==> src/rtl/io_pkg.sv <==
// Shared encodings for the IN/OUT responder: FSM state codes and the
// decoder's IO_Selection meaning.
package io_pkg;

  localparam logic [1:0] ST_IDLE         = 2'd0;
  localparam logic [1:0] ST_WAIT_PRESS   = 2'd1;
  localparam logic [1:0] ST_DONE         = 2'd2;
  localparam logic [1:0] ST_WAIT_RELEASE = 2'd3;

  typedef enum logic [1:0] {
    IDLE         = ST_IDLE,
    WAIT_PRESS   = ST_WAIT_PRESS,
    DONE         = ST_DONE,
    WAIT_RELEASE = ST_WAIT_RELEASE
  } io_state_t;

  localparam logic IO_SEL_IN  = 1'b0;
  localparam logic IO_SEL_OUT = 1'b1;

endpackage

==> src/rtl/io_debouncer.sv <==
// Confirm button conditioning: 2-FF synchronizer, stable-level debouncer and
// rising-edge detect.
module io_debouncer #(
  parameter int DEBOUNCE_CYCLES = 50000
) (
  input  logic Clock,
  input  logic Reset,
  input  logic Raw,
  output logic Level,
  output logic Rise
);

  localparam int CW = $clog2(DEBOUNCE_CYCLES);
  localparam logic [CW-1:0] CNT_LAST = CW'(DEBOUNCE_CYCLES - 1);

  logic          sync_1;
  logic          sync_2;
  logic [CW-1:0] count;

  always_ff @(posedge Clock) begin
    if (Reset) begin
      sync_1 <= 1'b0;
      sync_2 <= 1'b0;
      count  <= '0;
      Level  <= 1'b0;
    end else begin
      sync_1 <= Raw;
      sync_2 <= sync_1;
      if (sync_2 == Level) begin
        count <= '0;
      end else if (count == CNT_LAST) begin
        count <= '0;
        Level <= sync_2;
      end else begin
        count <= count + CW'(1);
      end
    end
  end

  // Rise is high in the cycle whose closing edge raises Level, so a consumer
  // can act on the very edge where the debounced level flips.
  assign Rise = sync_2 & ~Level & (count == CNT_LAST);

endmodule

==> src/rtl/io_unit.sv <==
// Responder for IN/OUT instructions: stalls IN until a debounced confirm press
// captures the switches, latches OUT values into the display register.
//
// state        | meaning
// IDLE         | no IN in progress
// WAIT_PRESS   | IN pending, stalling until a fresh confirm press
// DONE         | switch value captured; write-back cycle, no stall
// WAIT_RELEASE | waiting for the button to be released before the next IN
import io_pkg::*;

module io_unit #(
  parameter int DATA_WIDTH      = 32,
  parameter int SW_WIDTH        = 16,
  parameter int DEBOUNCE_CYCLES = 50000
) (
  input  logic                  Clock,
  input  logic                  Reset,
  input  logic                  IO_Enable,
  input  logic                  IO_Selection,
  input  logic [DATA_WIDTH-1:0] Out_Data,
  input  logic [SW_WIDTH-1:0]   Switches,
  input  logic                  Confirm,
  output logic                  IO_Stall,
  output logic [DATA_WIDTH-1:0] In_Data,
  output logic [DATA_WIDTH-1:0] Display_Data,
  output logic                  Display_Update,
  output logic                  Waiting_Input
);

  io_state_t state;
  io_state_t state_next;
  logic      in_req;
  logic      out_req;
  logic      level;
  logic      press;
  logic      capture;

  assign in_req  = IO_Enable & (IO_Selection == IO_SEL_IN);
  assign out_req = IO_Enable & (IO_Selection == IO_SEL_OUT);

  io_debouncer #(
    .DEBOUNCE_CYCLES(DEBOUNCE_CYCLES)
  ) u_debouncer (
    .Clock(Clock),
    .Reset(Reset),
    .Raw  (Confirm),
    .Level(level),
    .Rise (press)
  );

  always_ff @(posedge Clock) begin
    if (Reset) state <= IDLE;
    else       state <= state_next;
  end

  always_comb begin
    state_next = state;
    IO_Stall   = 1'b0;
    capture    = 1'b0;
    unique case (state)
      IDLE: begin
        IO_Stall = in_req;
        if (in_req) state_next = WAIT_PRESS;
      end
      WAIT_PRESS: begin
        IO_Stall = 1'b1;
        if (press) begin
          capture    = 1'b1;
          state_next = DONE;
        end
      end
      DONE: state_next = WAIT_RELEASE;
      WAIT_RELEASE: begin
        // A held button must not satisfy the next IN, so it stalls here too.
        IO_Stall = in_req;
        if (!level) state_next = IDLE;
      end
      default: state_next = IDLE;
    endcase
  end

  always_ff @(posedge Clock) begin
    if (Reset) begin
      In_Data        <= '0;
      Display_Data   <= '0;
      Display_Update <= 1'b0;
    end else begin
      Display_Update <= out_req;
      if (out_req) Display_Data <= Out_Data;
      if (capture) In_Data <= DATA_WIDTH'(Switches);
    end
  end

  assign Waiting_Input = (state == WAIT_PRESS);

endmodule

==> config.mk <==
export PLATFORM = sky130hd
export DESIGN_NAME = io_unit
export DESIGN_NICKNAME = d
export VERILOG_FILES = /design/src/rtl/io_pkg.sv /design/src/rtl/io_debouncer.sv /design/src/rtl/io_unit.sv
export SDC_FILE = /design/constraint.sdc
export NUM_CORES = 1
export LEC_CHECK = 0
export ABC_AREA = 1
export BUFFER_PORTS_ARGS = -buffer_cell sky130_fd_sc_hd__buf_2
export CORE_MARGIN = 5
export CORE_UTILIZATION = 42
export CTS_CLUSTER_DIAMETER = 30
export DETAILED_ROUTE_END_ITERATION = 12
export GPL_ROUTABILITY_DRIVEN = 0
export HOLD_SLACK_MARGIN = 0.12
export PLACE_DENSITY = 0.76
export SKIP_LAST_GASP = 1
export SYNTH_ARGS = -nofsm -noshare
export SYNTH_HDL_FRONTEND = slang
export SYNTH_SLANG_ARGS = --single-unit
==> constraint.sdc <==
create_clock -name Clock -period 3.1 [get_ports Clock]
set_clock_uncertainty 0.2 [all_clocks]
set_input_delay 0.155 -clock Clock [delete_from_list [all_inputs] [get_ports Clock]]
set_output_delay 0.155 -clock Clock [all_outputs]
set_load 0.02 [all_outputs]
Word level (Yosys, flattened, before mapping). Cells that the tools add are included.

Input bits: 53. Flip-flop bits (word level): 70. Logic and storage cells: 36.

$add $sub $neg: 1. Mux-type cells: 7. Reduce and logical (&&, ||, !) cells: 5. Bitwise operators: 7. Eq/ne operators: 8.

Operator list (number): 16-bit by 1-bit adder with 16-bit output (second input constant) (1); 16-bit == test (second input constant) (1); 2-bit one-hot mux with 4 select lines (1); 2-bit two-way mux (3); 1-bit AND (4); 2-bit == test (second input constant) (2); 2-bit inequality test (second input constant) (2); 1-bit NOT (3); 3-bit AND reduction (1); 3-bit OR reduction (1); 2-bit by 1-bit == test with 1-bit output (second input constant) (1); 2-bit zero test (1); 1-bit two-way mux (2); 2-bit by 1-bit inequality test with 1-bit output (second input constant) (1); 1-bit one-hot mux with 2 select lines (1); 2-bit AND reduction (1); 2-bit OR reduction (1); 1-bit == test (1).

Logic depth before layout (Yosys ltp). Gate-level depths: netlist of the first run.

Word-level depth: 5. Depth in mapped cells: 10. Depth with buffers taken out: 9.

Modules after synthesis. Synthesis of the first run repeated with hierarchy kept, for this count alone.

Cell total of the unflattened synthesis: 389. Area, all modules: 2962.8 sq um.

Modules (own cells, without submodules): io_unit (area each 2069.5 sq um, cells an instance 264, times used 1); io_debouncer (area each 893.4 sq um, cells an instance 125, times used 1).

Least setup slack after synthesis of the first run. Ideal clock, no wire load.

Path type: register to register. From: reg u_debouncer.count[0]. To: reg In_Data[11]. Stages on the path, launching flop included: 10. Buffers on the path: 1. Arrival: 1.272 ns. Required time: 2.787 ns. Setup slack: 1.516 ns. Cells stage by stage: dfxtp_1 ha_1 nand3_2 nor2_2 nand3_2 nor2_4 buf_6 nand2_1 nand2_1 nor2_1.

Longest elaborated chain between the ends: 4.

RTL lines: from (decl) (line io_debouncer.sv:18) `logic [CW-1:0] count;`; from (signal assigned) (line io_debouncer.sv:35) `count <= count + CW'(1);`; 16-bit == test (line io_debouncer.sv:42) `assign Rise = sync_2 & ~Level & (count == CNT_LAST);`; 1-bit AND (line io_debouncer.sv:42); 1-bit two-way mux (line io_unit.sv:67) `if (press) begin`; 1-bit two-way mux (line io_unit.sv:60) `unique case (state)`; to (signal assigned) (line io_unit.sv:90) `if (capture) In_Data <= DATA_WIDTH'(Switches);`; to (decl) (line io_unit.sv:24) `output logic [DATA_WIDTH-1:0] In_Data,`.

No other way between the ends. A chain may end at the register's enable or synchronous reset.

Final worst setup path of the first run.
From: in IO_Enable. To: reg Display_Data[31].

Longest elaborated chain between the ends: 1.

RTL lines: from (decl) (line io_unit.sv:18) `input logic IO_Enable,`; 1-bit AND (line io_unit.sv:39) `assign out_req = IO_Enable & (IO_Selection == IO_SEL_OUT);`; to (signal assigned) (line io_unit.sv:89) `if (out_req) Display_Data <= Out_Data;`; to (decl) (line io_unit.sv:25) `output logic [DATA_WIDTH-1:0] Display_Data,`.

No other way between the ends.

==> metrics.cfg, run 1 <==
[outcome]
run_status = complete, no violations

[synth]
synth.lib_cells_used.distinct = 27
yosysWarningCount = 0
post-synth-top-area-fraction = 0.4663
synthDominantAreaCellType = sky130_fd_sc_hd__dfxtp_1
synth_async_sr_flop_share = 0
post_synth_main_area_contributors = sky130_fd_sc_hd__dfxtp_1 (47%), sky130_fd_sc_hd__nor2_1 (15%), sky130_fd_sc_hd__nand2_1 (7.6%)
mappedNetlistArea_sq_um = 3005
yosys_register_bits = 70
synth_ff_type = sky130_fd_sc_hd__dfxtp_1
postSynthAreaPerCell_sq_um = 7.259
synth_edf_count = 0
synth-seq-area-share = 0.4663
postSynthCellCount = 414

[pwr]
p_int_mw = 1.582
finalPower_mw = 2.186
pwr-share-comb = 0.183
cellLeakagePower_nw = 2.018
netSwitchingPower_mw = 0.6034
sw_frac_of_total = 0.2761
power_density_nw_per_um2 = 512.0
irDropWorstVdd_mv = 0.3398
relative_contribution_of_the_clock_network_to_total_power = 0.374
seqPwrFrac = 0.442

[placed_design]
io_buffer_count = 103
dp_cells = 599
dp.final_hpwl_mm = 4.848

[cells_and_area]
insertedDiodeCount = 0
area.growth.synth_to_final_pct = 42.05
stdcell_count = 669
drive_above_1_share = 0.2286
final_util = 0.6215
final.fill_count = 573
nets = 628

[clocking]
ctsLongestPathBuffers = 2
cts.reportedPaths.clkPinSlew_ns = 0.07
tritoncts = yes
number_of_clock_sinks_seen_by_cts = 70
cts-buffers-inserted = 9
ctsRootBufferMaster = sky130_fd_sc_hd__clkbuf_8
post_cts_resize_count = 0
worst_skew_pair.late_latency_ns = 0.33
ctsHtreeMaxLevel = 3

[setup_path]
criticalPathCategory = in2reg
worst-endpoint-required_ns = 3.17
critPathSlowestCell = sky130_fd_sc_hd__inv_1
crit_path_max_incr_delay_ns = 0.72
cp-end-kind = flip-flop
timing.critical_path.cells = dlygate4sd3_1 -> buf_2 -> nand2_1 -> dlygate4sd3_1 -> buf_4 -> inv_1 -> nor2_1 -> nor2_1
cp_max_fo = 34
worst_setup_path_start_kind = input port
worst-endpoint-arrival_ns = 2.63

[sta]
hold_ws_ns = 0.2092
final.period_utilization = 0.8275
finalWorstPathRequiredPeriod_ns = 2.565
grt_setup_unrepaired = no
fin_tns_setup_ns = 0
final_hold_viol_count = 0
maxSlewViolCount = 0
timing.final.setup_violations = 0
timing.slew.headroom = 0.3679
worstMarginPinSlew_ns = 0.9471
fmax_ghz = 0.3898

[floorplanning]
floorplan.die_area_sq_um = 8947
die_height_um = 94.59
fp.coreArea_sq_um = 6869
num_io_pins = 120
floorplan.initialDensity = 0.4375
fp.dieW_um = 94.59
num_rows = 30

[global_route]
first_global_vias = 2989
grtUsageTotal = 0.1866
globalRouteOverflowTotal = 0
number_of_antenna_violations_at_the_first_check_in_global_routing = 0
grt_start_max_net_pins = 49
wire_length_of_the_first_global_routing_pass_mm = 13.22

[routing]
route.detailed.drc = 0
number_of_antenna_violating_nets_in_the_routed_design = 0
drt_pass1_iterations = 4
routed_vias_inst = 4.492
detail_route.iter0.violations = 106
wirelength_mm = 7.926
routed-via-count = 3005
wl_per_cell_um = 11.85

[worst_hold_path]
hold_path.class = reg2reg

[run]
max_cap_violations = 0

cell usage in the layout, fill, tap and decap left out, types with 2 or more instances in the layout:
cell type,Yosys,routed
sky130_fd_sc_hd__or2_2,2,2
sky130_fd_sc_hd__clkbuf_8,0,10
sky130_fd_sc_hd__inv_1,38,38
sky130_fd_sc_hd__nor2_4,2,2
sky130_fd_sc_hd__nand3_1,10,10
sky130_fd_sc_hd__nor2_1,124,124
sky130_fd_sc_hd__bufinv_16,0,2
sky130_fd_sc_hd__a21oi_1,12,12
sky130_fd_sc_hd__buf_4,16,2
sky130_fd_sc_hd__xor2_1,4,4
sky130_fd_sc_hd__ha_1,7,7
sky130_fd_sc_hd__buf_2,0,103
sky130_fd_sc_hd__o21ai_0,34,34
sky130_fd_sc_hd__conb_1,1,16
sky130_fd_sc_hd__nand2_1,61,61
sky130_fd_sc_hd__nand3_2,2,2
sky130_fd_sc_hd__dfxtp_1,70,70
sky130_fd_sc_hd__nor3_1,4,4
sky130_fd_sc_hd__dlygate4sd3_1,0,54
sky130_fd_sc_hd__nand4_1,4,4
sequential cells by signal (all words and copies together), names as in the netlist:
register and cells:
u_debouncer.sync_2 1, In_Data 16, u_debouncer.count 16, u_debouncer.Level 1, state 2, u_debouncer.sync_1 1
Display_Data 32, Display_Update 1
through the flow:
| step | cell area (sq um) | worst slack [ns] |
|---|---|---|
| 2_1_floorplan | 3062 | 1.516 |
| 3_3_place_gp | 3506 | 1.183 |
| 3_5_place_dp | 3506 | 1.074 |
| 4_1_cts | 4269 | 0.5996 |
| 5_1_grt | 4269 | 0.3729 |
| 6_report | 4269 | 0.5347 |
power groups by stage:
stage	clock (mW)	sequential (mW)	combinational, mW
global route	0.898	0.973	0.445
floorplan	0	1.02	0.214
global placement	0	0.984	0.333
detailed placement	0	0.986	0.342
finish	0.818	0.967	0.401
CTS	0.844	0.965	0.394
layer usage:
metal	global-route usage	vias to the layer above	routed length, um
met5	0	-	0
met1	0.2046	1332	3125
met3	0.07649	10	676
met2	0.3251	114	4033
met4	0.06490	0	91
li1	-	1549	-
critical path: cells and delay by family:
family / cells / cell delay [ns]
buffers and inverters: 5 / 2.15
AND/OR/NAND/NOR: 3 / 0.33
synth_stat cells, types with 2 or more instances:
cell,n
sky130_fd_sc_hd__nand2_1,61
sky130_fd_sc_hd__clkbuf_1,10
sky130_fd_sc_hd__nor2_1,124
sky130_fd_sc_hd__dfxtp_1,70
sky130_fd_sc_hd__a21oi_1,12
sky130_fd_sc_hd__nand4_1,4
sky130_fd_sc_hd__xor2_1,4
sky130_fd_sc_hd__or2_2,2
sky130_fd_sc_hd__buf_4,16
sky130_fd_sc_hd__nor3_1,4
sky130_fd_sc_hd__o21ai_0,34
sky130_fd_sc_hd__nor2_4,2
sky130_fd_sc_hd__ha_1,7
sky130_fd_sc_hd__nand3_1,10
sky130_fd_sc_hd__inv_1,38
sky130_fd_sc_hd__buf_6,4
sky130_fd_sc_hd__nand3_2,2
worst paths after layout:
kind                             start            endpoint  slack (ns)  cells past startpoint
setup reg to reg  u_debouncer.count[0]         In_Data[11]        1.08                      8
hold / removal      u_debouncer.sync_1  u_debouncer.sync_2        0.21                      2
hold reg to reg     u_debouncer.sync_1  u_debouncer.sync_2        0.21                      2
setup / recovery             IO_Enable    Display_Data[31]        0.53                      8
final cells by class:
class	instances	area, sq um	area share
multi-input combinational	289	1308	0.3063
timing repair buffer	159	1071	0.2509
clock buffer	11	141.4	0.03312
inverter	39	146.4	0.03429
clock inverter	5	81.33	0.01905
tap	96	120.1	0.02814
sequential	70	1401	0.3283
cells by family (layout without fill, tap and decap cells):
logic type	count (synthesis)	count (layout)	share of synthesized area
and+or+nand+nor	215	215	0.2952
DFF	70	70	0.4663
buffers and inverters	70	214	0.1174
AOI/OAI and AO/OA	47	47	0.07910
adders and majority gates	7	7	0.02914
xor gates and xnor gates	4	4	0.01166
other	1	16	0.001248
timing repair:
action / CTS / global route
setup endpoints to repair: 0 / 0
endpoints found under the hold margin: 55 / 0
hold buffers: 54 / 0
buffers inserted: 0 / 0
Note: power is estimated with default switching activity, not from simulation.
==> run 2, diff against run 1 <==
ABC_AREA = 0   (was 1)
clock period = 2.65 ns   (was 3.1 ns; I/O delays follow)
==> run 2 against run 1 <==
Combinational power up 19%. Flip-flop and latch count is the same. Clock power grew 6.6%. Wire length is 1.5% higher. Cell count decreased by 9.1%. Critical path type is now reg2reg. Critical endpoint is now In_Data[15]. Largest cell class unchanged.
==> metrics.cfg, run 2 <==
[pwr]
netSwitchingPower_mw = 0.7100  ; +18%
seqPwrFrac = 0.452  ; +0.010
relative_contribution_of_the_clock_network_to_total_power = 0.354  ; -0.020
p_int_mw = 1.755  ; +11%
power_density_nw_per_um2 = 580.3  ; +13%
sw_frac_of_total = 0.2880  ; +0.01194
pwr-share-comb = 0.194  ; +0.011
cellLeakagePower_nw = 1.861  ; -7.8%
irDropWorstVdd_mv = 0.3700  ; +8.9%

[setup_path]
worst-endpoint-required_ns = 2.64  ; -0.53 ns
worst_setup_path_start_kind = flip-flop
critical_path.n_buffers_inverters = 0  ; -5
critPathSlowestCell = sky130_fd_sc_hd__or4_4
cp_max_fo = 16  ; -53%
criticalPathCategory = reg2reg
timing.critical_path.from = u_debouncer.count[7]
timing.critical_path.cells = or4_4 -> nor4_4 -> and2_1 -> o21ai_0
crit_path_max_incr_delay_ns = 0.59  ; -0.13 ns
worstReg2RegStart = u_debouncer.count[7]
worst-endpoint-arrival_ns = 2.25  ; -0.38 ns
cp-end-kind = flip-flop
critical_path.top_delay_family = simple AND/OR/NAND/NOR gates
flop_to_flop_setup_slack_ns = 0.39  ; -0.69 ns

[sta]
timing.slew.headroom = 0.3973  ; +0.02938
layout_setup_ws_ns = 0.3924  ; -0.1423 ns
worstMarginPinSlew_ns = 0.9031  ; -0.04402 ns
fmax_ghz = 0.4429
grt_setup_unrepaired = no
finalWorstPathRequiredPeriod_ns = 2.258
hold_ws_ns = 0.1507  ; -0.05854 ns
maxSlewViolCount = 0  ; unchanged
fin_tns_setup_ns = 0  ; unchanged
timing.final.setup_violations = 0  ; unchanged
final.period_utilization = 0.8519
final_hold_viol_count = 0  ; unchanged

[synth]
yosysWarningCount = 0  ; unchanged
postSynthCellCount = 350  ; -15%
synth.lib_cells_used.distinct = 37  ; +37%
mappedNetlistArea_sq_um = 2929  ; -2.5%
synth_edf_count = 0  ; unchanged
postSynthAreaPerCell_sq_um = 8.369  ; +15%
synthDominantAreaCellType = sky130_fd_sc_hd__dfxtp_1
ranking_of_synthesized_cells_by_instance_count = sky130_fd_sc_hd__nand2_1 (85), sky130_fd_sc_hd__dfxtp_1 (70), sky130_fd_sc_hd__a21oi_1 (49)
post-synth-top-area-fraction = 0.4784  ; +0.01215
synth_async_sr_flop_share = 0  ; unchanged
synth_ff_type = sky130_fd_sc_hd__dfxtp_1
synthMostInstantiatedCell = sky130_fd_sc_hd__nand2_1
synth-seq-area-share = 0.4784  ; +0.01215
post_synth_main_area_contributors = sky130_fd_sc_hd__dfxtp_1 (48%), sky130_fd_sc_hd__nand2_1 (11%), sky130_fd_sc_hd__a21oi_1 (8.4%)
yosys_register_bits = 70  ; unchanged

[cells_and_area]
stdcell_area_sq_um = 4248  ; -0.50%
mostFrequentLayoutCell = sky130_fd_sc_hd__buf_2
final_util = 0.6252  ; +0.003736
area.growth.synth_to_final_pct = 45.02
nets = 567  ; -9.7%
flip_flop_count_of_the_largest_register_after_layout = 32  ; unchanged
largest_register = Display_Data
biggestRegsByFlops = Display_Data (32), In_Data (16), u_debouncer.count (16)
insertedDiodeCount = 0  ; unchanged
multi_input_comb_area_sq_um = 1338  ; +2.3%
drive_above_1_share = 0.2617  ; +0.03310
final_cell_mix = sky130_fd_sc_hd__buf_2 (103), sky130_fd_sc_hd__nand2_1 (85), sky130_fd_sc_hd__dfxtp_1 (70), sky130_fd_sc_hd__dlygate4sd3_1 (59), sky130_fd_sc_hd__a21oi_1 (49)
final.fill_count = 560  ; -2.3%
area.sequential_sq_um = 1401  ; unchanged

[clocking]
post_cts_resize_count = 0  ; unchanged
ctsRootBufferMaster = sky130_fd_sc_hd__clkbuf_8
tritoncts = yes
count_of_buffers_added_by_post_cts_timing_repair_for_setup = 0  ; unchanged
number_of_clock_sinks_seen_by_cts = 70  ; unchanged
cts-buffers-inserted = 9  ; unchanged
worst_skew_pair.late_latency_ns = 0.33  ; about the same
ctsHtreeMaxLevel = 3  ; unchanged
cts.reportedPaths.clkPinSlew_ns = 0.07  ; about the same
ctsLongestPathBuffers = 2  ; unchanged

[placed_design]
io_buffer_count = 103  ; unchanged
placement.cell_area_sq_um = 3450  ; -1.6%
pre_cts_slack_ns = 0.3665  ; -0.7076 ns
dp.final_hpwl_mm = 4.859  ; +0.23%

[routing]
wl_per_cell_um = 13.23  ; +12%
detail_route.iter0.violations = 138  ; +30%
number_of_antenna_violating_nets_in_the_routed_design = 0  ; unchanged
drt_pass1_iterations = 7  ; +3
routed_vias_inst = 4.785  ; +6.5%
wirelength_mm = 8.043  ; +1.5%
routed-via-count = 2909  ; -3.2%
route.detailed.drc = 0  ; unchanged

[outcome]
run_status = complete, no violations

[global_route]
globalRouteOverflowTotal = 0  ; unchanged
first_global_vias = 2954  ; -1.2%
wire_length_of_the_first_global_routing_pass_mm = 13.10  ; -0.89%
grt_start_max_net_pins = 34  ; -31%
number_of_antenna_violations_at_the_first_check_in_global_routing = 0  ; unchanged
grtUsageTotal = 0.1863  ; -0.0003820

[floorplanning]
die_height_um = 93.51  ; -1.1%
num_rows = 30  ; unchanged
floorplan.die_area_sq_um = 8744  ; -2.3%
fp.dieW_um = 93.51  ; -1.1%
fp.coreArea_sq_um = 6794  ; -1.1%
floorplan.initialDensity = 0.4311  ; -0.006399
num_io_pins = 120  ; unchanged

[worst_hold_path]
hold_path.class = in2reg
hold_path_startpoint = IO_Enable

[run]
max_cap_violations = 0  ; unchanged

## run 2: logic make-up after synthesis
logic type	after synthesis	synth area share
buf+inv	45	0.08415
fa+ha+maj	7	0.02990
compound gates	72	0.1504
other cells	1	0.001280
simple gates	141	0.2140
flops	70	0.4784
xor+xnor	14	0.04186
## run 2: through the flow
| step | total power, mW | instances |
|---|---|---|
| floorplan | 1.427 | 365 |
| global placement | 1.534 | 533 |
| detailed placement | 1.545 | 533 |
| CTS | 2.481 | 608 |
| global route | 2.598 | 608 |
| finish | 2.465 | 608 |
## run 2: layout make-up
class,count,area share
clock buffer,10,0.03240
tap,96,0.02828
sequential,70,0.3299
clock inverter,6,0.01649
multi-input combinational,250,0.3149
timing repair buffer,168,0.2710
inverter,8,0.007069
## run 2: power by group through the flow
stage	logic [mW]	registers [mW]	clock network [mW]
2_1_floorplan	0.264	1.16	0
3_3_place_gp	0.398	1.14	0
3_5_place_dp	0.406	1.14	0
4_1_cts	0.471	1.11	0.895
5_1_grt	0.527	1.12	0.952
6_report	0.478	1.12	0.872
## run 2: metal layers
metal,GRT usage,vias up,part of all wire
met5,0,-,0
met4,0.06349,0,0.015
met3,0.08689,17,0.092
met2,0.3246,114,0.50
met1,0.1966,1325,0.40
li1,-,1453,-
## run 2: what timing repair did
| item | CTS | global route |
|---|---|---|
| hold buffers | 59 | 0 |
| endpoints found under the hold margin | 53 | 0 |
| setup endpoints to repair | 0 | 0 |
## run 2: path summary, 6_finish.rpt
| kind | end | depth (start not counted) |
|---|---|---|
| setup / recovery | In_Data[15] | 4 |
| hold / removal | state[1] | 5 |
| setup reg to reg | In_Data[15] | 4 |
| hold reg to reg | u_debouncer.sync_2 | 1 |
## run 2: worst min-delay path, delay by kind of cell
kind	cells	cell delay (ns)
and+or+nand+nor	2	0.23
buffers and inverters	1	0.12
AOI/OAI and AO/OA	2	0.16
